`src/rtl/mdu_issue_ctrl.sv`:
```
`default_nettype none
// ============================================================================
// Module  : mdu_issue_ctrl
// Brief   : D->X issue/stall control for the shared multi-cycle MDU; tracks
//           the single in-flight MDU destination and merges all stall sources.
// Revision: 1.0 - initial release
// ============================================================================
module mdu_issue_ctrl #(
  parameter int MDU_LAT  = 4,
  parameter int STALL_CW = 16
) (
  input  logic                clk,
  input  logic                reset,
  input  logic                d_valid,
  input  logic                d_is_mdu,
  input  logic                d_we,
  input  logic [4:0]          d_rs,
  input  logic [4:0]          d_rt,
  input  logic [4:0]          d_rd,
  input  logic                hz_stall,
  input  logic                br_taken,
  output logic                stall_if,
  output logic                stall_d,
  output logic                bubble_x,
  output logic                flush_d,
  output logic                mdu_start,
  output logic                mdu_wb,
  output logic [4:0]          mdu_rd,
  output logic                mdu_busy,
  output logic [STALL_CW-1:0] stall_cnt
);

  localparam int c_CNT_W = (MDU_LAT > 2) ? $clog2(MDU_LAT) : 1;

  localparam logic [1:0] c_IDLE = 2'd0;
  localparam logic [1:0] c_BUSY = 2'd1;
  localparam logic [1:0] c_WB   = 2'd2;

  localparam logic [c_CNT_W-1:0]  c_CNT_LOAD = c_CNT_W'(MDU_LAT - 1);
  localparam logic [c_CNT_W-1:0]  c_CNT_ONE  = c_CNT_W'(1);
  localparam logic [STALL_CW-1:0] c_SC_ONE   = STALL_CW'(1);
  localparam logic [STALL_CW-1:0] c_SC_MAX   = '1;

  logic [1:0]          r_state;
  logic [1:0]          w_next_state;
  logic [c_CNT_W-1:0]  r_cnt;
  logic [4:0]          r_mdu_rd;
  logic [STALL_CW-1:0] r_stall_cnt;

  logic w_in_busy;
  logic w_in_wb;
  logic w_pend;
  logic w_raw;
  logic w_waw;
  logic w_struct;
  logic w_stall;
  logic w_start;
  logic w_flush;

  always_ff @(posedge clk or posedge reset) begin
    if (reset) begin
      r_state <= c_IDLE;
    end else begin
      r_state <= w_next_state;
    end
  end

  always_comb begin
    w_next_state = r_state;
    case (r_state)
      c_IDLE:  if (w_start) w_next_state = c_BUSY;
      c_BUSY:  if (r_cnt == c_CNT_ONE) w_next_state = c_WB;
      c_WB:    w_next_state = w_start ? c_BUSY : c_IDLE;
      default: w_next_state = c_IDLE;
    endcase
  end

  // Control outputs are gated by reset so they read 0 while it is held,
  // even if the hazard unit or branch logic is still requesting.
  always_comb begin
    w_in_busy = (r_state == c_BUSY);
    w_in_wb   = (r_state == c_WB);
    w_pend    = (w_in_busy || w_in_wb) && (r_mdu_rd != 5'd0);
    w_raw     = d_valid && w_pend && ((d_rs == r_mdu_rd) || (d_rt == r_mdu_rd));
    w_waw     = d_valid && w_pend && d_we && (d_rd == r_mdu_rd) && !d_is_mdu;
    w_struct  = d_valid && d_is_mdu && w_in_busy;
    w_stall   = !reset && !br_taken && (hz_stall || w_raw || w_waw || w_struct);
    w_start   = !reset && d_valid && d_is_mdu && !w_stall && !br_taken;
    w_flush   = !reset && br_taken;
  end

  always_ff @(posedge clk or posedge reset) begin
    if (reset) begin
      r_cnt    <= '0;
      r_mdu_rd <= 5'd0;
    end else if (w_start) begin
      r_cnt    <= c_CNT_LOAD;
      r_mdu_rd <= d_rd;
    end else if (w_in_busy) begin
      r_cnt    <= r_cnt - c_CNT_ONE;
    end
  end

  always_ff @(posedge clk or posedge reset) begin
    if (reset) begin
      r_stall_cnt <= '0;
    end else if (w_stall && (r_stall_cnt != c_SC_MAX)) begin
      r_stall_cnt <= r_stall_cnt + c_SC_ONE;
    end
  end

  assign stall_d   = w_stall;
  assign stall_if  = w_stall;
  assign bubble_x  = w_stall;
  assign flush_d   = w_flush;
  assign mdu_start = w_start;
  assign mdu_wb    = w_in_wb;
  assign mdu_busy  = w_in_busy || w_in_wb;
  assign mdu_rd    = r_mdu_rd;
  assign stall_cnt = r_stall_cnt;

endmodule
`default_nettype wire

```
`config.mk`:
```
export PLATFORM = sky130hd
export DESIGN_NAME = mdu_issue_ctrl
export DESIGN_NICKNAME = d
export VERILOG_FILES = /design/src/rtl/mdu_issue_ctrl.sv
export SDC_FILE = /design/constraint.sdc
export NUM_CORES = 1
export LEC_CHECK = 0
export CORE_UTILIZATION = 40
export CTS_CLUSTER_DIAMETER = 40
export CTS_CLUSTER_SIZE = 8
export DETAILED_ROUTE_END_ITERATION = 16
export PLACE_DENSITY = 0.8
export SKIP_CTS_REPAIR_TIMING = 1
export SLEW_MARGIN = 20
export SYNTH_ARGS = -nofsm -noshare
export SYNTH_HDL_FRONTEND = slang
export SYNTH_SLANG_ARGS = --single-unit
```
`constraint.sdc`:
```
create_clock -name clk -period 2.65 [get_ports clk]
set_input_delay 0.3975 -clock clk [delete_from_list [all_inputs] [get_ports clk]]
set_output_delay 0.3975 -clock clk [all_outputs]
set_load 0.02 [all_outputs]
```
==> out/summary.log <==
INFO  outcome        result_of_the_run=completed
INFO  logic_synthesis synth_nets=175
INFO  layout         finish.instance_area=2120um^2
INFO  layout         stdcell_count=255
INFO  timing         grt_setup_unrepaired=false
INFO  logic_synthesis async_reset_ff_share=100%
INFO  logic_synthesis synth.cells.most_frequent=25 x dfrtp_1, 16 x xnor2_1, 15 x xor2_1
INFO  clock_network  tritoncts=built
INFO  worst_setup_path critical_path.reg2reg.startpoint=mdu_rd[0]
INFO  worst_setup_path crit_type=in2out
INFO  timing         slew_headroom=76.9%
INFO  logic_synthesis yosys_register_bits=25
INFO  route          routed_wl=3.16mm
INFO  logic_synthesis synth_top_area_share=42.9%
INFO  global_routing pin_count_of_the_biggest_net_entering_global_routing=26
INFO  global_routing gr-total-overflow=0
INFO  clock_network  clock_path_buffers=2
INFO  global_routing m2_gr_usage=30.1%
INFO  route          detail-route-antenna-nets=0
INFO  logic_synthesis area_of_the_mapped_netlist=1460um^2
INFO  worst_setup_path worstPathArrival=2.18ns
INFO  layout         layout-area-overhead-vs-synth=45.0%
INFO  clock_network  count_of_h_tree_levels_built_during_cts=1
INFO  timing         fmaxAchievable=388MHz
INFO  timing         hold_slack=0.479ns
INFO  clock_network  clk-insertion-delay-late=0.31ns
INFO  timing         slew_violations=0
INFO  route          viasPerCell=4.85
INFO  clock_network  clk_pin_slew_worst_paths=0.13ns
INFO  timing         final_hold_viol_count=0
INFO  layout         insertedDiodeCount=0
INFO  route          detail_route.first_pass.iterations=4
INFO  logic_synthesis synth_top_area_cell=dfrtp_1
INFO  power_and_ir_drop ir_drop=0.476mV
INFO  placement      place.detailed.instances=251
INFO  worst_setup_path timing.critical_path.cells=clkdlybuf4s50_1, or2_2, or3_1, or2_2, o22ai_1, buf_2
INFO  timing         min_period=2.58ns
INFO  floorplan      total_core_area=3420um^2
INFO  global_routing grtUsageMet3=2.37%
INFO  worst_setup_path critical_path.endpoint=mdu_start
INFO  global_routing grt_pass1_vias=1256
INFO  clock_network  cts-buffers-inserted=3
INFO  clock_network  clock_sinks=25
INFO  worst_setup_path timing.reg2reg.worst_path_depth=9
INFO  logic_synthesis post_synth_edffs=0
INFO  placement      half_perimeter_wire_length_after_placement=2.47mm
INFO  logic_synthesis syn_area_per_cell=9.92um^2
INFO  hold_path      worstHoldPathType=in2async
INFO  route          post_drt_wl_per_cell=12.4um
INFO  timing         crit_share_post_route=97.4%
INFO  timing         finClkSkew=0.00539ns
INFO  worst_setup_path timing.critical_path.buf_inv=2
INFO  timing         worst_pin_slew=0.343ns
INFO  placement      gpl.final_weighted_congestion=0.737
INFO  route          dr.first_iter.drc_count=27
INFO  floorplan      floorplan.die.height=62.4um
INFO  floorplan      die_width=62.4um
INFO  worst_setup_path critical-path-max-stage-delay=0.44ns
INFO  worst_setup_path r2r_setup_slack=0.23ns
INFO  logic_synthesis ys.warnings.count=0
INFO  layout         final_layout_size_suffix_gt1_share=14.4%
INFO  global_routing grt_antenna_before_repair=0
INFO  logic_synthesis postSynthCellCount=147
INFO  worst_setup_path worst_setup_path_end_kind=output port
INFO  worst_setup_path required=2.25ns
INFO  worst_setup_path crit_path_start=reset
INFO  timing         finalSetupViolations=0
INFO  global_routing globalRouteTotalUtil=16.7%
INFO  worst_setup_path crit_path_max_fanout=3
INFO  layout         nFillCells=300
INFO  logic_synthesis yosysMostFrequentCell=dfrtp_1
INFO  logic_synthesis synth-main-ff-cell=dfrtp_1
INFO  route          drc=0
INFO  logic_synthesis synth.lib_cells_used.distinct=28
INFO  power_and_ir_drop p_leak=0.000980uW
INFO  floorplan      start_util=42.7%
INFO  placement      detailed_place.area=2080um^2
INFO  floorplan      io_pins=50
INFO  worst_setup_path crit_path_frequent_cell=or2_2
INFO  timing         fin_tns_setup=0ns
INFO  placement      io_buffers=49
INFO  global_routing first_pass_grt_wire_length=5.31mm
INFO  power_and_ir_drop power_per_cell_area=813nW/um^2
INFO  worst_setup_path timing.critical_path.depth=6
INFO  logic_synthesis ys_top_cells_by_area=dfrtp_1 43%, xnor2_1 9.6%, xor2_1 9.0%, ha_1 5.1%, mux2_2 4.6%
INFO  worst_setup_path crit_path_start_kind=input port
INFO  worst_setup_path worst_path_max_delay_cell=clkdlybuf4s50_1
INFO  clock_network  cts_root_buffer=clkbuf_4
INFO  layout         num-nets-final=238
INFO  logic_synthesis yosysSeqAreaShare=42.9%
INFO  floorplan      floorplan.rows=21
INFO  route          via_total_after_detailed_routing=1236
INFO  global_routing global_route.peak_usage_layer=met2
INFO  global_routing grt_use_met1=21.4%
INFO  worst_setup_path critPathTopFamily=simple AND/OR/NAND/NOR gates
INFO  floorplan      die_area=3890um^2
INFO  worst_setup_path r2r-end=stall_cnt[9]
INFO  job            max_cap_viol_count=0
==> metrics by stage <==
step / power, uW / setup slack [ns] / utilization (%)
after floorplan: 1150 / 0.310 / -
after global placement: 1530 / -0.361 / 60.8
after detailed placement: 1560 / -0.379 / 60.8
after CTS: 1720 / -0.380 / 61.6
after global routing: 1850 / 0.00773 / 61.9
final: 1720 / 0.0694 / 61.9
==> worst reg2reg max path: cells and delay by family (launching register included) <==
family        cells  cell delay [ns]
buf+inv           2             0.33
simple gates      5             1.29
xor+xnor          2             0.34
flops             1             0.39
==> logic make-up (layout without fill, tap and decap cells) <==
| logic type | count (synthesis) | count (layout) | synth area share [%] |
|---|---|---|---|
| adder cells (fa/ha/maj) | 6 | 6 | 5.15 |
| flip-flops | 25 | 25 | 42.9 |
| AND/OR/NAND/NOR | 58 | 58 | 20.6 |
| AO/OA/AOI/OAI | 9 | 9 | 3.86 |
| buffers and inverters | 12 | 74 | 4.29 |
| multiplexers | 6 | 6 | 4.63 |
| XOR/XNOR | 31 | 31 | 18.6 |
==> per-layer routing <==
layer,vias up,wire length [um]
li1,627,-
met1,580,1470
met2,27,1570
met3,2,113
met4,0,7
met5,-,0
==> how the worst min path moves through the flow <==
| stage | start | endpoint | slack, ns |
|---|---|---|---|
| 5_1_grt | reset | stall_cnt[15] | 0.48 |
| 4_1_cts | reset | stall_cnt[7] | 0.47 |
| 6_report | reset | stall_cnt[7] | 0.48 |
| 2_1_floorplan | reset | mdu_rd[0] | 0.42 |
| 3_5_place_dp | stall_cnt[9] | stall_cnt[9] | 0.48 |
| 3_3_place_gp | stall_cnt[4] | stall_cnt[4] | 0.47 |
==> power by group <==
group	total [uW]	internal, uW	switching (uW)
sequential	604	487	117
clock	161	56.3	104
combinational	954	491	463
==> cell usage in the layout (no fill, tap or decap), drive strengths merged <==
master          n
a211o           1
a21oi           3
and3            2
and4            1
buf            15
clkbuf          3
clkdlybuf4s50  45
clkinv          1
dfrtp          25
dlymetal6s2s    3
ha              6
inv             7
mux2            6
nand2          13
nand2b          2
nand3          10
nand4           2
nor2           10
nor2b           1
nor3            5
nor4            6
nor4b           1
o211ai          2
o21ai           1
o22ai           2
or2             2
or3             1
or4             2
xnor2          16
xor2           15
==> sequential cells by signal, indices dropped and copies added, names as in the netlist <==
register / flops
stall_cnt: 16
r_cnt: 2
r_state: 2
mdu_rd: 5
==> area by class of cell <==
cell class                 instances  area (um^2)  area share [%]
clock inverter                     1         5.00           0.237
multi-input combinational        110          781            36.9
sequential                        25          626            29.6
timing repair buffer              63          598            28.3
inverter                           7         26.3            1.24
tap                               46         57.6            2.72
clock buffer                       3         22.5            1.06
No activity file was read; power rests on OpenSTA's default activity.
